[src/rtl/writeback_pkg.sv]
// Shared definitions for the memory-to-writeback bundle and the writeback FSM.
// The memory stage builds W_in with pack_bundle so both ends agree on field positions.
package writeback_pkg;

    localparam int W_WIDTH        = 39;
    localparam int DATA_W         = 16;
    localparam int REG_W          = 4;

    localparam int ALU_LSB        = 23;
    localparam int MEM_LSB        = 7;
    localparam int WR_REG_LSB     = 3;
    localparam int HALT_BIT       = 2;
    localparam int REG_WRITE_BIT  = 1;
    localparam int MEM_TO_REG_BIT = 0;

    typedef enum logic {
        RUN    = 1'b0,
        HALTED = 1'b1
    } wb_state_e;

    function automatic logic [W_WIDTH-1:0] pack_bundle(
        input logic [DATA_W-1:0] alu_result,
        input logic [DATA_W-1:0] mem_data,
        input logic [REG_W-1:0]  wr_reg,
        input logic              halt,
        input logic              reg_write,
        input logic              mem_to_reg
    );
        logic [W_WIDTH-1:0] bundle;
        bundle                          = '0;
        bundle[ALU_LSB +: DATA_W]       = alu_result;
        bundle[MEM_LSB +: DATA_W]       = mem_data;
        bundle[WR_REG_LSB +: REG_W]     = wr_reg;
        bundle[HALT_BIT]                = halt;
        bundle[REG_WRITE_BIT]           = reg_write;
        bundle[MEM_TO_REG_BIT]          = mem_to_reg;
        return bundle;
    endfunction

endpackage

[src/rtl/writeback_sat_counter16.sv]
// 16-bit counter that sticks at all-ones instead of wrapping; synchronous reset.
module sat_counter16 (
    input  logic        clk_i,
    input  logic        rst_i,
    input  logic        inc_i,
    output logic [15:0] count_o
);

    logic [15:0] count_q;
    logic [15:0] count_d;

    always_comb begin
        count_d = count_q;
        if (inc_i && (count_q != 16'hFFFF)) begin
            count_d = count_q + 16'd1;
        end
    end

    always_ff @(posedge clk_i) begin
        if (rst_i) begin
            count_q <= 16'h0000;
        end else begin
            count_q <= count_d;
        end
    end

    assign count_o = count_q;

endmodule

[src/rtl/writeback.sv]
// Writeback stage: M/W pipeline register, register-file write port, write-before-read
// bypass, halt FSM and retired-instruction counter.
module writeback
    import writeback_pkg::*;
(
    input  logic               clk,
    input  logic               rst,
    input  logic [W_WIDTH-1:0] W_in,
    input  logic               W_valid,
    input  logic [REG_W-1:0]   rd_reg1,
    input  logic [REG_W-1:0]   rd_reg2,
    input  logic [DATA_W-1:0]  rf_rdata1,
    input  logic [DATA_W-1:0]  rf_rdata2,
    output logic               rf_wr_en,
    output logic [REG_W-1:0]   rf_wr_reg,
    output logic [DATA_W-1:0]  rf_wr_data,
    output logic [DATA_W-1:0]  byp_rdata1,
    output logic [DATA_W-1:0]  byp_rdata2,
    output logic               halted,
    output logic [DATA_W-1:0]  retired
);

    logic [W_WIDTH-1:0] entry_q;
    logic               valid_q;
    wb_state_e          state_q;
    wb_state_e          state_d;

    logic               entryHalt;
    logic               entryRegWrite;
    logic               entryMemToReg;
    logic               inRun;
    logic               bypEn;

    assign entryHalt     = entry_q[HALT_BIT];
    assign entryRegWrite = entry_q[REG_WRITE_BIT];
    assign entryMemToReg = entry_q[MEM_TO_REG_BIT];
    assign inRun         = (state_q == RUN);

    // Once halted the register freezes so the stalled pipeline cannot retire anything.
    always_ff @(posedge clk) begin
        if (rst) begin
            entry_q <= '0;
            valid_q <= 1'b0;
            state_q <= RUN;
        end else begin
            state_q <= state_d;
            if (inRun) begin
                entry_q <= W_in;
                valid_q <= W_valid;
            end
        end
    end

    always_comb begin
        state_d = state_q;
        if (inRun && valid_q && entryHalt) begin
            state_d = HALTED;
        end
    end

    assign rf_wr_reg  = entry_q[WR_REG_LSB +: REG_W];
    assign rf_wr_data = entryMemToReg ? entry_q[MEM_LSB +: DATA_W]
                                      : entry_q[ALU_LSB +: DATA_W];
    assign rf_wr_en   = valid_q & entryRegWrite & ~entryHalt
                      & (rf_wr_reg != '0) & inRun;

    // Bypass is masked during reset so raw register-file data always passes through.
    assign bypEn      = rf_wr_en & ~rst;
    assign byp_rdata1 = (bypEn && (rd_reg1 == rf_wr_reg)) ? rf_wr_data : rf_rdata1;
    assign byp_rdata2 = (bypEn && (rd_reg2 == rf_wr_reg)) ? rf_wr_data : rf_rdata2;

    assign halted     = (state_q == HALTED);

    sat_counter16 u_retired (
        .clk_i   (clk),
        .rst_i   (rst),
        .inc_i   (inRun & valid_q),
        .count_o (retired)
    );

endmodule

[config.mk]
export PLATFORM = sky130hd
export DESIGN_NAME = writeback
export DESIGN_NICKNAME = d
export VERILOG_FILES = /design/src/rtl/writeback_pkg.sv /design/src/rtl/writeback_sat_counter16.sv /design/src/rtl/writeback.sv
export SDC_FILE = /design/constraint.sdc
export NUM_CORES = 1
export LEC_CHECK = 0
export ABC_CLOCK_PERIOD_IN_PS = 2250
export BUFFER_PORTS_ARGS = -buffer_cell sky130_fd_sc_hd__buf_2
export CELL_PAD_IN_SITES_DETAIL_PLACEMENT = 0
export CELL_PAD_IN_SITES_GLOBAL_PLACEMENT = 1
export CORE_ASPECT_RATIO = 0.5
export CORE_MARGIN = 2
export CORE_UTILIZATION = 34
export DETAILED_ROUTE_END_ITERATION = 6
export GPL_ROUTABILITY_DRIVEN = 1
export PLACE_DENSITY_LB_ADDON = 0.1
export SLEW_MARGIN = 20
export SYNTH_ARGS = -nofsm -noshare
export SYNTH_HDL_FRONTEND = slang
export SYNTH_HIERARCHICAL = 1
export SYNTH_SLANG_ARGS = --single-unit
[constraint.sdc]
create_clock -name clk -period 2.25 [get_ports clk]
set_clock_uncertainty 0.15 [all_clocks]
set_input_delay 0 -clock clk [delete_from_list [all_inputs] [get_ports clk]]
set_output_delay 0 -clock clk [all_outputs]
set_load 0.03 [all_outputs]
==> reports/results.txt <==
switching part of the total: 25.8%
core area: 0.00883 sq mm
initial antenna violation count: 0
Initial Util: 35.4%
Area after DPL: 0.00395 sq mm
Setup crit start kind: register
grt ovf: 0
chip height: 71.8 um
Antenna diodes: 0
overall routing resource usage: 17.5%
Syn Std Cell Area: 0.00313 sq mm
Post-synth EDFFs: 0
die width: 140 um
FILL cells: 835
Crit. End Element: primary output
CP most frequent cell: nor4_4
cells on worst reg2reg path: 5
vias in the first global route: 2,993
Crit Path Max Fanout: 16
GP Congestion: 0.784
final hold viol count: 0
slowest stage delay, CP: 370 ps
most common cell in the netlist: dfxtp_1
Tmin final: 2220 ps
post-synth cell types: 39
CTS H-Tree Depth: 3
number of max-cap violations: 0
post-synthesis async set-or-reset flop share: 0%
I/O pin count: 152
clock power share: 43.9%
first-pass GRT wire length: 14,000 um
largest net degree at the start of global routing: 59
status: finished clean
Setup-failing EPs final: 0
drt first pass iters: 4
yosys warns: 6
Min-Delay Path Class: in2reg
WHS Endpoint: u_retired/count_o[4]$_SDFFE_PP0P_
VDD IR max: 0.370 mV
Skew-Pair Late Insertion Delay: 320 ps
row cnt: 24
Critical R2R Capture: u_retired/count_o[11]$_SDFFE_PP0P_
fin crit share: 98.8%
Setup CP Type: reg2out
reg2reg setup slack: 180 ps
Final Core Density: 54.9%
fin. max-slew vios: 0
Internal: 2190 uW
worst-margin pin slew: 684 ps
leading area contributor after synthesis: dfxtp_1
RSZ-0062 raised after global routing: true
DRC errors left: 0
WP data arrival: 2070 ps
Slowest cell on crit path: nor4_4
maximum clock path buffer count: 2
main flop type after synthesis: dfxtp_1
post-synthesis sequential area ratio: 36.5%
Leakage: 0.00226 uW
Reg-to-Reg Start: u_retired/count_o[0]$_SDFFE_PP0P_
Synth area leaders: dfxtp_1, mux2i_1, mux2_2
CP Cell Sequence: nor4_4 -> nor4_4 -> buf_4 -> nand2_4 -> buf_12 -> mux2_2 -> buf_2
routed vias/inst: 4.86
sw power: 761 uW
Comb power frac: 19.0%
number of port buffers: 151
pre-CTS setup slack: 218 ps
area grow syn2layout: 54.8%
Die ar.: 0.0100 sq mm
Commonest cells post-synth: dfxtp_1, nor2_1, mux2i_1
hold depth: 3
Final Routed Wirelength: 8710 um
vias post-DR: 3,000
routed len/inst: 14.1 um
FMAX: 450 MHz
Post-Syn Instances: 306
Clk Tree Root Cell: clkbuf_16
CTS tree: built
CTS buffer count: 9
synthesized area per cell: 10.2 sq um
CTS clock-pin slew for the worst setup and hold paths: 50 ps
net count after synthesis: 389
nets@finish: 578
cell family with most CP delay: simple AND/OR/NAND/NOR gates
hold_sp: rst
PD cells: 610 mW/mm^2
clock sinks: 57
relative slew slack: 53.8%
area share of the leading cell type in the synthesized netlist: 36.5%
cell area after layout: 0.00484 sq mm
Flop pwr share: 37.1%
Routed Antenna Nets: 0
Seq cells post-synth: 57
final worst setup slack: 27.7 ps
initial drt markers: 56
CP Buf/Inv Count: 3
fraction of layout cells with a size suffix above 1: 47.6%
post-DP HPWL: 6150 um
required time worst endpoint: 2100 ps
## tightest hold or removal path, stage by stage
cell and delay (ps):
buf_2 120, buf_4 320, nor2_1 150
## through the flow
step	power [uW]	hold slack, ps	TNS (ps)	cells
global placement	1590	79.6	0	557
global route	3090	188	-449	617
finish	2950	164	0	617
CTS	2970	167	0	615
detailed placement	1600	90.6	0	557
floorplan	1440	-6.06	0	306
## cells in the final DEF (no fill, tap or decap), drive strengths merged, types with 2 or more instances in the layout
| cell | netlist | final |
|---|---|---|
| buf | 13 | 159 |
| dfxtp | 57 | 57 |
| mux2 | 49 | 49 |
| nor2 | 47 | 47 |
| mux2i | 41 | 41 |
| dlygate4sd3 | 0 | 40 |
| clkbuf | 9 | 15 |
| a21oi | 11 | 11 |
| nand2 | 9 | 9 |
| xor2 | 8 | 8 |
| or4 | 7 | 7 |
| nor4 | 7 | 7 |
| nand3 | 6 | 6 |
| o31ai | 6 | 6 |
| nor3 | 5 | 5 |
| inv | 4 | 4 |
| o21ai | 4 | 4 |
| nand4 | 4 | 4 |
| and4 | 3 | 3 |
| or3 | 3 | 3 |
| clkinv | 0 | 2 |
| xnor2 | 2 | 2 |
| nor2b | 2 | 2 |
| nand2b | 2 | 2 |
## worst max-delay path by stage
stage	start	to	slack [ps]	cells after the start
4_1_cts	entry_q[5]$_SDFFE_PP0N_	byp_rdata1[6]	20	6
3_3_place_gp	u_retired/count_o[0]$_SDFFE_PP0P_	u_retired/count_o[11]$_SDFFE_PP0P_	250	5
6_report	entry_q[5]$_SDFFE_PP0N_	byp_rdata2[15]	30	7
5_1_grt	entry_q[5]$_SDFFE_PP0N_	byp_rdata2[1]	-40	7
3_5_place_dp	u_retired/count_o[0]$_SDFFE_PP0P_	u_retired/count_o[11]$_SDFFE_PP0P_	220	5
2_1_floorplan	u_retired/count_o[8]$_SDFFE_PP0P_	u_retired/count_o[15]$_SDFFE_PP0P_	280	4
## final cells by class
type                    count  area [sq um]  area share (%)
multi-input cells         223          1880            38.8
repair buffers            200          1360            28.1
flip-flops and latches     57          1150            23.7
clock buffers              14           284            5.86
well taps                 117           146            3.02
inverters                   4          15.0           0.310
clock inverters             2          10.0           0.207
## sequential cells by signal, summed over array words and instances (netlist names)
name               count
entry_q               39
u_retired/count_o     16
halted                 1
valid_q                1
## what timing repair did
item	4_1_cts	5_1_grt
gates cloned	0	1
pin swaps	3	2
setup endpoints to repair	32	26
hold buffers	40	0
resized for setup	1	54
endpoints found under the hold margin	40	0
buffers inserted	2	1
## power groups by stage
stage | Sequential, uW | Clock, uW | Combinational (uW)
2_1_floorplan | 1110 | 0 | 331
3_3_place_gp | 1110 | 0 | 473
3_5_place_dp | 1120 | 0 | 483
4_1_cts | 1100 | 1330 | 542
5_1_grt | 1100 | 1380 | 604
6_report | 1100 | 1300 | 561
## metal layers
metal | routed length, um | up-vias | share of wire [%] | GRT usage (%)
met5 | 0 | - | 0 | 0
met2 | 4560 | 87 | 52 | 32.9
li1 | - | 1474 | - | -
met3 | 435 | 12 | 5.0 | 4.88
met1 | 3620 | 1427 | 42 | 19.5
met4 | 91 | 0 | 1.0 | 5.78
## cell families (layout without fill, tap and decap cells)
logic type / count (synthesis) / in the layout / share of synthesized area, %
fa+ha+maj: 1 / 1 / 0.400
mux: 90 / 90 / 33.2
flops: 57 / 57 / 36.5
compound gates: 24 / 24 / 4.64
simple gates: 98 / 98 / 18.2
xor+xnor: 10 / 10 / 2.80
buf+inv: 26 / 220 / 4.32
Note: power is estimated with default switching activity, not from simulation.
